--- config.mk ---
export PLATFORM = sky130hd
export DESIGN_NAME = mult_div_unit_flat
export DESIGN_NICKNAME = d
export VERILOG_FILES = /design/src/rtl/md_pkg.sv /design/src/rtl/md_if.sv /design/src/rtl/md_step.sv /design/src/rtl/mult_div_unit.sv /design/src/flat_wrapper.sv
export SDC_FILE = /design/constraint.sdc
export NUM_CORES = 1
export LEC_CHECK = 0
export CORE_UTILIZATION = 40
export CTS_BUF_LIST = sky130_fd_sc_hd__clkbuf_2
export DETAILED_ROUTE_END_ITERATION = 6
export PLACE_DENSITY = 0.69
export SLEW_MARGIN = 5
export SYNTH_ARGS = -nofsm -noshare
export SYNTH_HDL_FRONTEND = slang
export SYNTH_SLANG_ARGS = --single-unit
--- constraint.sdc ---
create_clock -name clk -period 4.5 [get_ports clk]
set_clock_uncertainty 0.05 [all_clocks]
set_input_delay 0.675 -clock clk [delete_from_list [all_inputs] [get_ports clk]]
set_output_delay 0.675 -clock clk [all_outputs]
set_load 0.1 [all_outputs]
--- src/rtl/md_pkg.sv ---
// Shared definitions for the multiply/divide unit: operation encodings, FSM states
// and small decode helpers used by both the controller and the datapath.
package md_pkg;

    localparam int MD_WIDTH = 32;
    localparam int MD_CNT_W = 6;

    typedef enum logic [1:0] {
        MD_MULTU = 2'd0,
        MD_MULT  = 2'd1,
        MD_DIVU  = 2'd2,
        MD_DIV   = 2'd3
    } md_op_e;

    typedef enum logic [1:0] {
        S_IDLE = 2'd0,
        S_CALC = 2'd1,
        S_FIX  = 2'd2
    } md_state_e;

    function automatic logic op_is_div(input md_op_e op);
        return (op == MD_DIVU) || (op == MD_DIV);
    endfunction

    function automatic logic op_is_signed(input md_op_e op);
        return (op == MD_MULT) || (op == MD_DIV);
    endfunction

endpackage

--- src/rtl/md_if.sv ---
// Controller-side bus of the multiply/divide unit. Handshake: start is a level that is
// only acted on while busy is low; done is a one-cycle pulse with HI/LO already updated.
interface md_if #(
    parameter int WIDTH = 32
);
    import md_pkg::*;

    logic             start;
    logic [1:0]       md_op;
    logic [WIDTH-1:0] rs_val;
    logic [WIDTH-1:0] rt_val;
    logic             hi_we;
    logic             lo_we;
    logic [WIDTH-1:0] wdata;
    logic [WIDTH-1:0] hi;
    logic [WIDTH-1:0] lo;
    logic             busy;
    logic             done;
    md_state_e        state_dbg;

    modport master (
        output start, md_op, rs_val, rt_val, hi_we, lo_we, wdata,
        input  hi, lo, busy, done, state_dbg
    );

    modport slave (
        input  start, md_op, rs_val, rt_val, hi_we, lo_we, wdata,
        output hi, lo, busy, done, state_dbg
    );

endinterface

--- src/rtl/md_step.sv ---
// One radix-2 iteration: shift-add multiply or restoring divide on a shared
// 2*WIDTH accumulator ({upper, lower} for multiply, {remainder, quotient} for divide).
module md_step #(
    parameter int WIDTH = 32
) (
    input  logic [2*WIDTH-1:0] acc_i,
    input  logic [WIDTH-1:0]   opnd_i,
    input  logic               is_div_i,
    output logic [2*WIDTH-1:0] acc_o
);

    logic [WIDTH-1:0] addend;
    logic [WIDTH:0]   sum;
    logic [WIDTH:0]   rem_sh;
    logic             ge;
    logic [WIDTH-1:0] diff;

    always_comb begin
        addend = acc_i[0] ? opnd_i : {WIDTH{1'b0}};
        sum    = {1'b0, acc_i[2*WIDTH-1:WIDTH]} + {1'b0, addend};
        // Remainder stays below the divisor, so WIDTH bits hold it; the shift needs one more.
        rem_sh = {acc_i[2*WIDTH-1:WIDTH], acc_i[WIDTH-1]};
        ge     = (rem_sh >= {1'b0, opnd_i});
        diff   = rem_sh[WIDTH-1:0] - opnd_i;
        if (is_div_i) begin
            acc_o = {(ge ? diff : rem_sh[WIDTH-1:0]), acc_i[WIDTH-2:0], ge};
        end else begin
            acc_o = {sum, acc_i[WIDTH-1:1]};
        end
    end

endmodule

--- src/rtl/mult_div_unit.sv ---
// Iterative MULT/MULTU/DIV/DIVU unit with architectural HI/LO and MTHI/MTLO writes.
// Operands are made non-negative at launch; signs are restored in the FIX state.
module mult_div_unit
    import md_pkg::*;
#(
    parameter int WIDTH = 32,
    parameter int CNT_W = 6
) (
    input  logic clk,
    input  logic rst,
    md_if.slave  bus
);

    md_state_e          state_q, state_d;
    logic [CNT_W-1:0]   cnt_q, cnt_d;
    logic [2*WIDTH-1:0] acc_q, acc_d;
    logic [WIDTH-1:0]   opnd_q, opnd_d;
    md_op_e             op_q, op_d;
    logic               sign_a_q, sign_a_d;
    logic               sign_b_q, sign_b_d;
    logic               div0_q, div0_d;
    logic [WIDTH-1:0]   hi_q, hi_d;
    logic [WIDTH-1:0]   lo_q, lo_d;
    logic               done_q, done_d;

    md_op_e             in_op;
    logic               in_signed;
    logic [WIDTH-1:0]   rs_abs;
    logic [WIDTH-1:0]   rt_abs;
    logic [2*WIDTH-1:0] step_acc;
    logic               res_neg;
    logic [2*WIDTH-1:0] prod_fix;
    logic [WIDTH-1:0]   quo_fix;
    logic [WIDTH-1:0]   rem_fix;

    md_step #(.WIDTH(WIDTH)) u_step (
        .acc_i    (acc_q),
        .opnd_i   (opnd_q),
        .is_div_i (op_is_div(op_q)),
        .acc_o    (step_acc)
    );

    always_comb begin
        in_op     = md_op_e'(bus.md_op);
        in_signed = op_is_signed(in_op);
        rs_abs    = (in_signed && bus.rs_val[WIDTH-1]) ? -bus.rs_val : bus.rs_val;
        rt_abs    = (in_signed && bus.rt_val[WIDTH-1]) ? -bus.rt_val : bus.rt_val;
        res_neg   = sign_a_q ^ sign_b_q;
        prod_fix  = res_neg ? -acc_q : acc_q;
        quo_fix   = res_neg ? -acc_q[WIDTH-1:0] : acc_q[WIDTH-1:0];
        // Remainder takes the dividend's sign; with a zero divisor this rebuilds rs_val.
        rem_fix   = sign_a_q ? -acc_q[2*WIDTH-1:WIDTH] : acc_q[2*WIDTH-1:WIDTH];
    end

    always_comb begin
        state_d  = state_q;
        cnt_d    = cnt_q;
        acc_d    = acc_q;
        opnd_d   = opnd_q;
        op_d     = op_q;
        sign_a_d = sign_a_q;
        sign_b_d = sign_b_q;
        div0_d   = div0_q;
        hi_d     = hi_q;
        lo_d     = lo_q;
        done_d   = 1'b0;
        case (state_q)
            S_IDLE: begin
                if (bus.start) begin
                    op_d     = in_op;
                    sign_a_d = in_signed & bus.rs_val[WIDTH-1];
                    sign_b_d = in_signed & bus.rt_val[WIDTH-1];
                    div0_d   = op_is_div(in_op) && (bus.rt_val == '0);
                    cnt_d    = '0;
                    if (op_is_div(in_op)) begin
                        acc_d  = {{WIDTH{1'b0}}, rs_abs};
                        opnd_d = rt_abs;
                    end else begin
                        acc_d  = {{WIDTH{1'b0}}, rt_abs};
                        opnd_d = rs_abs;
                    end
                    state_d = S_CALC;
                end else begin
                    if (bus.hi_we) hi_d = bus.wdata;
                    if (bus.lo_we) lo_d = bus.wdata;
                end
            end
            S_CALC: begin
                acc_d = step_acc;
                cnt_d = cnt_q + CNT_W'(1);
                if (cnt_q == CNT_W'(WIDTH - 1)) begin
                    cnt_d   = '0;
                    state_d = S_FIX;
                end
            end
            S_FIX: begin
                if (op_is_div(op_q)) begin
                    hi_d = rem_fix;
                    lo_d = div0_q ? {WIDTH{1'b1}} : quo_fix;
                end else begin
                    hi_d = prod_fix[2*WIDTH-1:WIDTH];
                    lo_d = prod_fix[WIDTH-1:0];
                end
                done_d  = 1'b1;
                state_d = S_IDLE;
            end
            default: state_d = S_IDLE;
        endcase
    end

    always_ff @(posedge clk or negedge rst) begin
        if (!rst) begin
            state_q  <= S_IDLE;
            cnt_q    <= '0;
            acc_q    <= '0;
            opnd_q   <= '0;
            op_q     <= MD_MULTU;
            sign_a_q <= 1'b0;
            sign_b_q <= 1'b0;
            div0_q   <= 1'b0;
            hi_q     <= '0;
            lo_q     <= '0;
            done_q   <= 1'b0;
        end else begin
            state_q  <= state_d;
            cnt_q    <= cnt_d;
            acc_q    <= acc_d;
            opnd_q   <= opnd_d;
            op_q     <= op_d;
            sign_a_q <= sign_a_d;
            sign_b_q <= sign_b_d;
            div0_q   <= div0_d;
            hi_q     <= hi_d;
            lo_q     <= lo_d;
            done_q   <= done_d;
        end
    end

    assign bus.hi        = hi_q;
    assign bus.lo        = lo_q;
    assign bus.busy      = (state_q != S_IDLE);
    assign bus.done      = done_q;
    assign bus.state_dbg = state_q;

endmodule

--- src/flat_wrapper.sv ---
// flat-port wrapper written by rule: the top's interface ports become plain ports
module mult_div_unit_flat import md_pkg::*;
#(
    parameter int WIDTH = 32,
    parameter int CNT_W = 6
)
  (clk, rst, bus_start, bus_md_op, bus_rs_val, bus_rt_val, bus_hi_we, bus_lo_we, bus_wdata, bus_hi, bus_lo, bus_busy, bus_done, bus_state_dbg);
  md_if #(.WIDTH(WIDTH)) bus_i ();
  input  logic clk;
  input  logic rst;
  input wire logic [$bits(bus_i.start)-1:0] bus_start;
  input wire logic [$bits(bus_i.md_op)-1:0] bus_md_op;
  input wire logic [$bits(bus_i.rs_val)-1:0] bus_rs_val;
  input wire logic [$bits(bus_i.rt_val)-1:0] bus_rt_val;
  input wire logic [$bits(bus_i.hi_we)-1:0] bus_hi_we;
  input wire logic [$bits(bus_i.lo_we)-1:0] bus_lo_we;
  input wire logic [$bits(bus_i.wdata)-1:0] bus_wdata;
  output wire logic [$bits(bus_i.hi)-1:0] bus_hi;
  output wire logic [$bits(bus_i.lo)-1:0] bus_lo;
  output wire logic [$bits(bus_i.busy)-1:0] bus_busy;
  output wire logic [$bits(bus_i.done)-1:0] bus_done;
  output wire logic [$bits(bus_i.state_dbg)-1:0] bus_state_dbg;
  assign bus_i.start = bus_start;
  assign bus_i.md_op = bus_md_op;
  assign bus_i.rs_val = bus_rs_val;
  assign bus_i.rt_val = bus_rt_val;
  assign bus_i.hi_we = bus_hi_we;
  assign bus_i.lo_we = bus_lo_we;
  assign bus_i.wdata = bus_wdata;
  assign bus_hi = bus_i.hi;
  assign bus_lo = bus_i.lo;
  assign bus_busy = bus_i.busy;
  assign bus_done = bus_i.done;
  assign bus_state_dbg = bus_i.state_dbg;
  mult_div_unit #(.WIDTH(WIDTH), .CNT_W(CNT_W)) u_core (.clk(clk), .rst(rst), .bus(bus_i));
endmodule
==> results of run 1 <==
## worst paths after layout
path | start | to | slack [ns] | cells after the start
max in group asynchronous | rst | u_core.bus.hi[22] | 3.08 | 3
worst min register to register | u_core.opnd_q[7] | u_core.opnd_q[7] | 0.47 | 2
worst max register to register | u_core.acc_q[31] | u_core.acc_q[58] | 0.67 | 14
min in group asynchronous | rst | u_core.acc_q[11] | 0.39 | 2
worst max-delay path | u_core.acc_q[31] | u_core.acc_q[58] | 0.67 | 14
worst min-delay path | bus_wdata[19] | u_core.bus.lo[19] | 0.36 | 2
## metrics by stage
step,area (um^2),setup slack [ns],total power (uW),cells,hold WS [ns]
global route,17200,0.441,13600,2464,0.308
finish,17200,0.672,12700,2464,0.364
detailed placement,16900,0.783,11700,2430,0.420
floorplan,14800,1.18,9260,1877,0.329
global placement,16900,0.817,11600,2430,0.413
CTS,17200,0.743,12600,2462,0.316
## Yosys cell counts (all sizes together) (36+ instances only)
| master | number |
|---|---|
| a211oi | 51 |
| a21oi | 189 |
| clkbuf | 99 |
| dfrtp | 173 |
| ha | 69 |
| inv | 64 |
| mux2i | 61 |
| nand2 | 186 |
| nor2 | 174 |
| nor3 | 36 |
| o21ai | 174 |
| xnor2 | 107 |
| xor2 | 67 |
## report_power, final
| part | switching (uW) | internal (uW) | total [uW] |
|---|---|---|---|
| clock network | 680 | 181 | 860 |
| logic | 5490 | 3400 | 8890 |
| registers | 862 | 2110 | 2970 |
## per-layer routing
layer  vias up  part of all wire (%)
met3        86                   8.4
li1       7039                     -
met5         -                     0
met2       713                    45
met4         0                   3.1
met1      7227                    43
## state kept, by name, summed over array words and instances, names as in the netlist, 2 cells and up
register / flops
u_core.acc_q: 64
u_core.bus.hi: 32
u_core.bus.lo: 32
u_core.bus.state_dbg: 2
u_core.cnt_q: 6
u_core.opnd_q: 32
## worst register-to-register path, stage by stage (launching register included)
cell	delay [ns]
dfrtp_1	0.53
inv_1	0.14
ha_1	0.19
inv_1	0.06
fa_1	0.40
a21o_1	0.20
a221oi_1	0.49
a21oi_1	0.23
a211oi_1	0.28
buf_4	0.18
o21a_1	0.18
o2111ai_1	0.26
xnor2_1	0.22
nand3_1	0.09
a32o_1	0.27
## kinds of logic (layout without fill, tap and decap cells)
family / after synthesis / after routing
buffers and inverters: 183 / 300
adders and majority gates: 71 / 71
xor gates and xnor gates: 174 / 174
other: 0 / 2
and+or+nand+nor: 557 / 557
muxes: 65 / 65
DFF: 173 / 173
AOI/OAI and AO/OA: 654 / 654
## cell type report
cell class / instances / area [um^2]
diodes: 2 / 5.00
clock buffers: 17 / 85.1
clock inverters: 14 / 146
fillers: 3592 / 19300
inverters: 65 / 244
multi-input cells: 1521 / 9810
flip-flops and latches: 173 / 4330
well taps: 468 / 586
repair buffers: 204 / 1980
==> flow_metrics.py, run 1 <==
metrics = {
    "die": {
        "initial_core_util_pct": 40.5,
        "floorplan.rows": 70,
        "die_h_um": 194,
        "core-area_mm2": 0.0365,
        "fp.dieArea_mm2": 0.0378,
        "pin_count": 171,
        "fp.dieW_um": 194,
    },
    "power_and_ir_drop": {
        "leakagePower_uw": 0.00702,
        "vdd_ir_drop_max_mv": 0.275,
        "powerDensity_mw_per_mm2": 741,
    },
    "global_routing": {
        "grt-busiest-layer": "met2",
        "gr-total-overflow": 0,
        "use_met2_pct": 43.1,
        "grt_pass1_vias": 14000,
        "grt_use_total_pct": 27.2,
        "grt_max_degree": 103,
        "grt_pass1_wl_mm": 80.6,
        "antenna_found_initial": 3,
        "grt.met3_usage_pct": 5.19,
        "grt_util_met1_pct": 37.0,
    },
    "placement": {
        "dp.final_hpwl_mm": 39.9,
        "routabilityCongestion": 0.970,
        "io_buffers": 170,
    },
    "timing": {
        "tightest_slew_ns": 1.18,
        "maxClockFrequency_mhz": 261,
        "setup_tns_ns": 0,
        "fin_crit_ns": 3.83,
        "timing.slew.headroom_pct": 20.8,
        "fin_crit_sh_pct": 85.1,
        "slew_viol_final": 0,
        "hold_viol": 0,
        "rsz0062_at_grt": "no",
        "setup_viol": 0,
    },
    "critical_path": {
        "path_common_cell": "inv_1",
        "crit_path_max_incr_delay_ns": 0.53,
        "criticalPathCategory": "register to register",
        "critPathMaxFanout": 6,
        "setup.worst_path.start_class": "register",
        "worstPathRequired_ns": 5.25,
        "worst-path-buf-inv": 3,
        "cpMaxStageDelayCell": "dfrtp_1",
        "crit_chain": "inv_1 > ha_1 > inv_1 > fa_1 > a21o_1 > a221oi_1 > a21oi_1 > a211oi_1 > buf_4 > o21a_1 > o2111ai_1 > xnor2_1 > nand3_1 > a32o_1",
        "crit_family": "compound AO/OA/AOI/OAI gates",
        "critical_path_arrival_ns": 4.58,
        "crit_path_end_kind": "register",
    },
    "cells_and_area": {
        "drive_gt1_share_pct": 4.81,
        "area_growth_syn_to_layout_pct": 16.1,
        "nets": 2156,
        "final_common_cell": "a21oi_1",
        "final_core_util_pct": 47.1,
        "final_cell_mix": "a21oi_1, nand2_1, nor2_1",
    },
    "synthesis": {
        "synth_fa_ha_area_share_pct": 6.10,
        "synth-edff-count": 0,
        "ys_ff_latch": 173,
        "synth_compound_area_share_pct": 27.7,
        "synth-xor-area-share_pct": 10.3,
        "avgSynthCellArea_um2": 7.88,
        "netlist_instances": 1877,
        "async_flop_share_pct": 100,
        "yosysTopAreaCellShare_pct": 29.3,
        "synth-main-ff-cell": "dfrtp_1",
        "synth_nets": 2051,
        "synth_largest_area_cell": "dfrtp_1",
        "ys_top_cells_by_area": "dfrtp_1, a21oi_1, xnor2_1",
        "synth_area_mm2": 0.0148,
        "yosys.area_share.simple_pct": 17.5,
        "synth_top_family_by_area": "compound AO/OA/AOI/OAI gates",
        "yosysSeqAreaShare_pct": 29.3,
        "synth_cell_types": 68,
        "synth_mux_area_share_pct": 4.43,
        "ys_warn_count": 0,
    },
    "clock_network": {
        "cts_hold_buf": 1,
        "clk_path_buf_depth": 2,
        "clockRootBuffer": "clkbuf_2",
        "cts_buffers": 17,
        "cts_tree": "yes",
        "clk_pin_slew_ns": 0.33,
        "cts_setup_buffers": 0,
        "clk_latency_ns": 0.87,
        "cts-htree-levels": 4,
        "numClockSinks": 173,
        "cts_resized": 0,
    },
    "drt": {
        "viasPerCell": 6.11,
        "vias": 15100,
        "drtIter0Drc": 1479,
        "drt-pass1-iter-count": 7,
        "wl_per_cell_um": 21.1,
        "drc": 0,
        "drtAntennaViolNets": 0,
        "drt-total-wl_mm": 52.0,
    },
    "worst_hold_path": {
        "hp-class": "input pin to register",
    },
    "run": {
        "max_cap_viol_count": 0,
    },
    "outcome": {
        "status": "finished, final reports clean",
    },
}
(Power assumes the default switching activity.)
==> run 2, diff against run 1 <==
CELL_PAD_IN_SITES_DETAIL_PLACEMENT = 1   (was not set)
CELL_PAD_IN_SITES_GLOBAL_PLACEMENT = 2   (was not set)
CORE_UTILIZATION = 35   (was 40)
PLACE_DENSITY = 0.93   (was 0.69)
==> run 2 against run 1 <==
  * Sequential cell count unchanged
  * Total power up 1.7%
  * Sequential power up 2%
  * Fmax down 3.6%
==> flow_metrics.py, run 2 (synthesized netlist as in run 1, its figures left out) <==
metrics = {
    "power_and_ir_drop": {
        "combPwrFrac_pct": 69.7,
        "vdd_ir_drop_max_mv": 0.289,
        "pwr-share-clk_pct": 7.0,
        "powerDensity_mw_per_mm2": 749,
        "leakagePower_uw": 0.00703,
        "p_switching_uw": 7190,
        "total_power_uw": 12900,
        "internal_power_uw": 5750,
        "swShare_pct": 55.6,
        "seqPwrFrac_pct": 23.3,
    },
    "critical_path": {
        "r2r_start": "u_core.acc_q[31]",
        "rr_endpoint": "u_core.acc_q[58]",
        "worstPathRequired_ns": 5.26,
        "reg2reg_depth": 14,
        "rrSetupSlack_ns": 0.53,
        "path_common_cell": "inv_1",
        "critPathMaxFanout": 6,
        "criticalPathCategory": "register to register",
        "crit_path_end_kind": "register",
        "crit_chain": "inv_1 > ha_1 > inv_1 > fa_1 > a21o_1 > a221oi_1 > a21oi_1 > a211oi_1 > buf_4 > o21a_1 > o2111ai_1 > xnor2_1 > nand3_1 > a32o_1",
        "critical_path_arrival_ns": 4.73,
        "cpMaxStageDelayCell": "dfrtp_1",
        "crit_path_max_incr_delay_ns": 0.51,
        "setup.worst_path.start_class": "register",
    },
    "cells_and_area": {
        "largest_reg_flops": 64,
        "stdcell_area_mm2": 0.0173,
        "final_common_cell": "a21oi_1",
        "final_cell_mix": "a21oi_1, nand2_1, nor2_1",
        "nets": 2157,
        "final_core_util_pct": 41.8,
        "top_register": "u_core.acc_q",
        "fillers": 5020,
        "drive_gt1_share_pct": 4.86,
        "area_growth_syn_to_layout_pct": 16.7,
    },
    "placement": {
        "io_buffers": 170,
        "routabilityCongestion": 0.915,
        "dpl_cell_area_mm2": 0.0170,
        "dp.final_hpwl_mm": 44.4,
    },
    "timing": {
        "maxClockFrequency_mhz": 252,
        "timing.slew.headroom_pct": 20.1,
        "fin_crit_sh_pct": 88.2,
        "setup_viol": 0,
        "hold_viol": 0,
        "slew_viol_final": 0,
        "tightest_slew_ns": 1.19,
        "fin_crit_ns": 3.97,
        "rsz0062_at_grt": "no",
        "timing.hold.ws_ns": 0.313,
        "setup_tns_ns": 0,
    },
    "clock_network": {
        "cts_resized": 0,
        "cts-htree-levels": 4,
        "clockRootBuffer": "clkbuf_2",
        "clk_latency_ns": 0.90,
        "cts_setup_buffers": 0,
        "cts_buffers": 17,
        "clk_path_buf_depth": 2,
        "cts_tree": "yes",
        "numClockSinks": 173,
        "cts_hold_buf": 1,
        "clk_pin_slew_ns": 0.29,
    },
    "die": {
        "die_h_um": 208,
        "fp.dieArea_mm2": 0.0431,
        "initial_core_util_pct": 35.8,
        "core-area_mm2": 0.0413,
        "pin_count": 171,
        "fp.dieW_um": 208,
        "floorplan.rows": 74,
    },
    "run": {
        "max_cap_viol_count": 0,
    },
    "drt": {
        "drtAntennaViolNets": 0,
        "vias": 15100,
        "drc": 0,
        "drt-total-wl_mm": 57.1,
        "wl_per_cell_um": 22.6,
        "drt-pass1-iter-count": 5,
        "drtIter0Drc": 1150,
        "viasPerCell": 5.96,
    },
    "global_routing": {
        "grt_pass1_vias": 15200,
        "antenna_found_initial": 2,
        "grt_max_degree": 102,
        "grt_use_total_pct": 26.5,
        "gr-total-overflow": 0,
        "grt_pass1_wl_mm": 89.3,
    },
    "outcome": {
        "status": "finished, final reports clean",
    },
    "worst_hold_path": {
        "hp-class": "input pin to async pin",
    },
}
[run 2: through the flow]
stage                     instances  worst slack (ns)
after global routing           2529             0.347
after detailed placement       2495             0.610
after global placement         2495             0.703
after floorplan                1877              1.18
final                          2529             0.529
after CTS                      2528             0.578
[run 2: critical path, delay by kind of cell, from the launching register on]
kind,cells,cell delay (ns)
simple gates,1,0.09
compound gates,7,2.05
flops,1,0.51
buf+inv,3,0.40
fa+ha+maj,2,0.62
xor+xnor,1,0.21
[run 2: worst max path at each step]
stage,from,end,cells past startpoint
final,u_core.acc_q[31],u_core.acc_q[58],14
after global routing,u_core.acc_q[0],u_core.acc_q[61],15
after CTS,u_core.acc_q[31],u_core.acc_q[58],14
after detailed placement,u_core.acc_q[31],u_core.acc_q[58],14
after global placement,u_core.acc_q[31],u_core.acc_q[58],14
after floorplan,u_core.acc_q[31],u_core.acc_q[58],13
[run 2: power groups by stage]
stage | logic [uW] | registers (uW) | clock network (uW)
after CTS | 8950 | 2980 | 922
final | 9020 | 3020 | 906
after floorplan | 5650 | 3610 | 0
after global routing | 9810 | 3090 | 975
after global placement | 8670 | 2990 | 0
after detailed placement | 8890 | 3020 | 0
[run 2: layout make-up]
| type | instances | area, um^2 | area share (%) |
|---|---|---|---|
| Multi-Input combinational cell | 1521 | 9810 | 56.8 |
| Sequential cell | 173 | 4330 | 25.1 |
| Timing Repair Buffer | 205 | 1980 | 11.4 |
| Tap cell | 532 | 666 | 3.85 |
| Inverter | 65 | 244 | 1.41 |
| Clock inverter | 15 | 156 | 0.905 |
| Clock buffer | 17 | 85.1 | 0.493 |
| Antenna cell | 1 | 2.50 | 0.0145 |
[run 2: per-layer routing]
layer	track usage [%]	part of all wire [%]	vias up
met2	43.3	46	447
met4	7.94	2.6	0
met5	0	0	-
met3	3.96	5.1	78
li1	-	-	7034
met1	36.0	46	7506
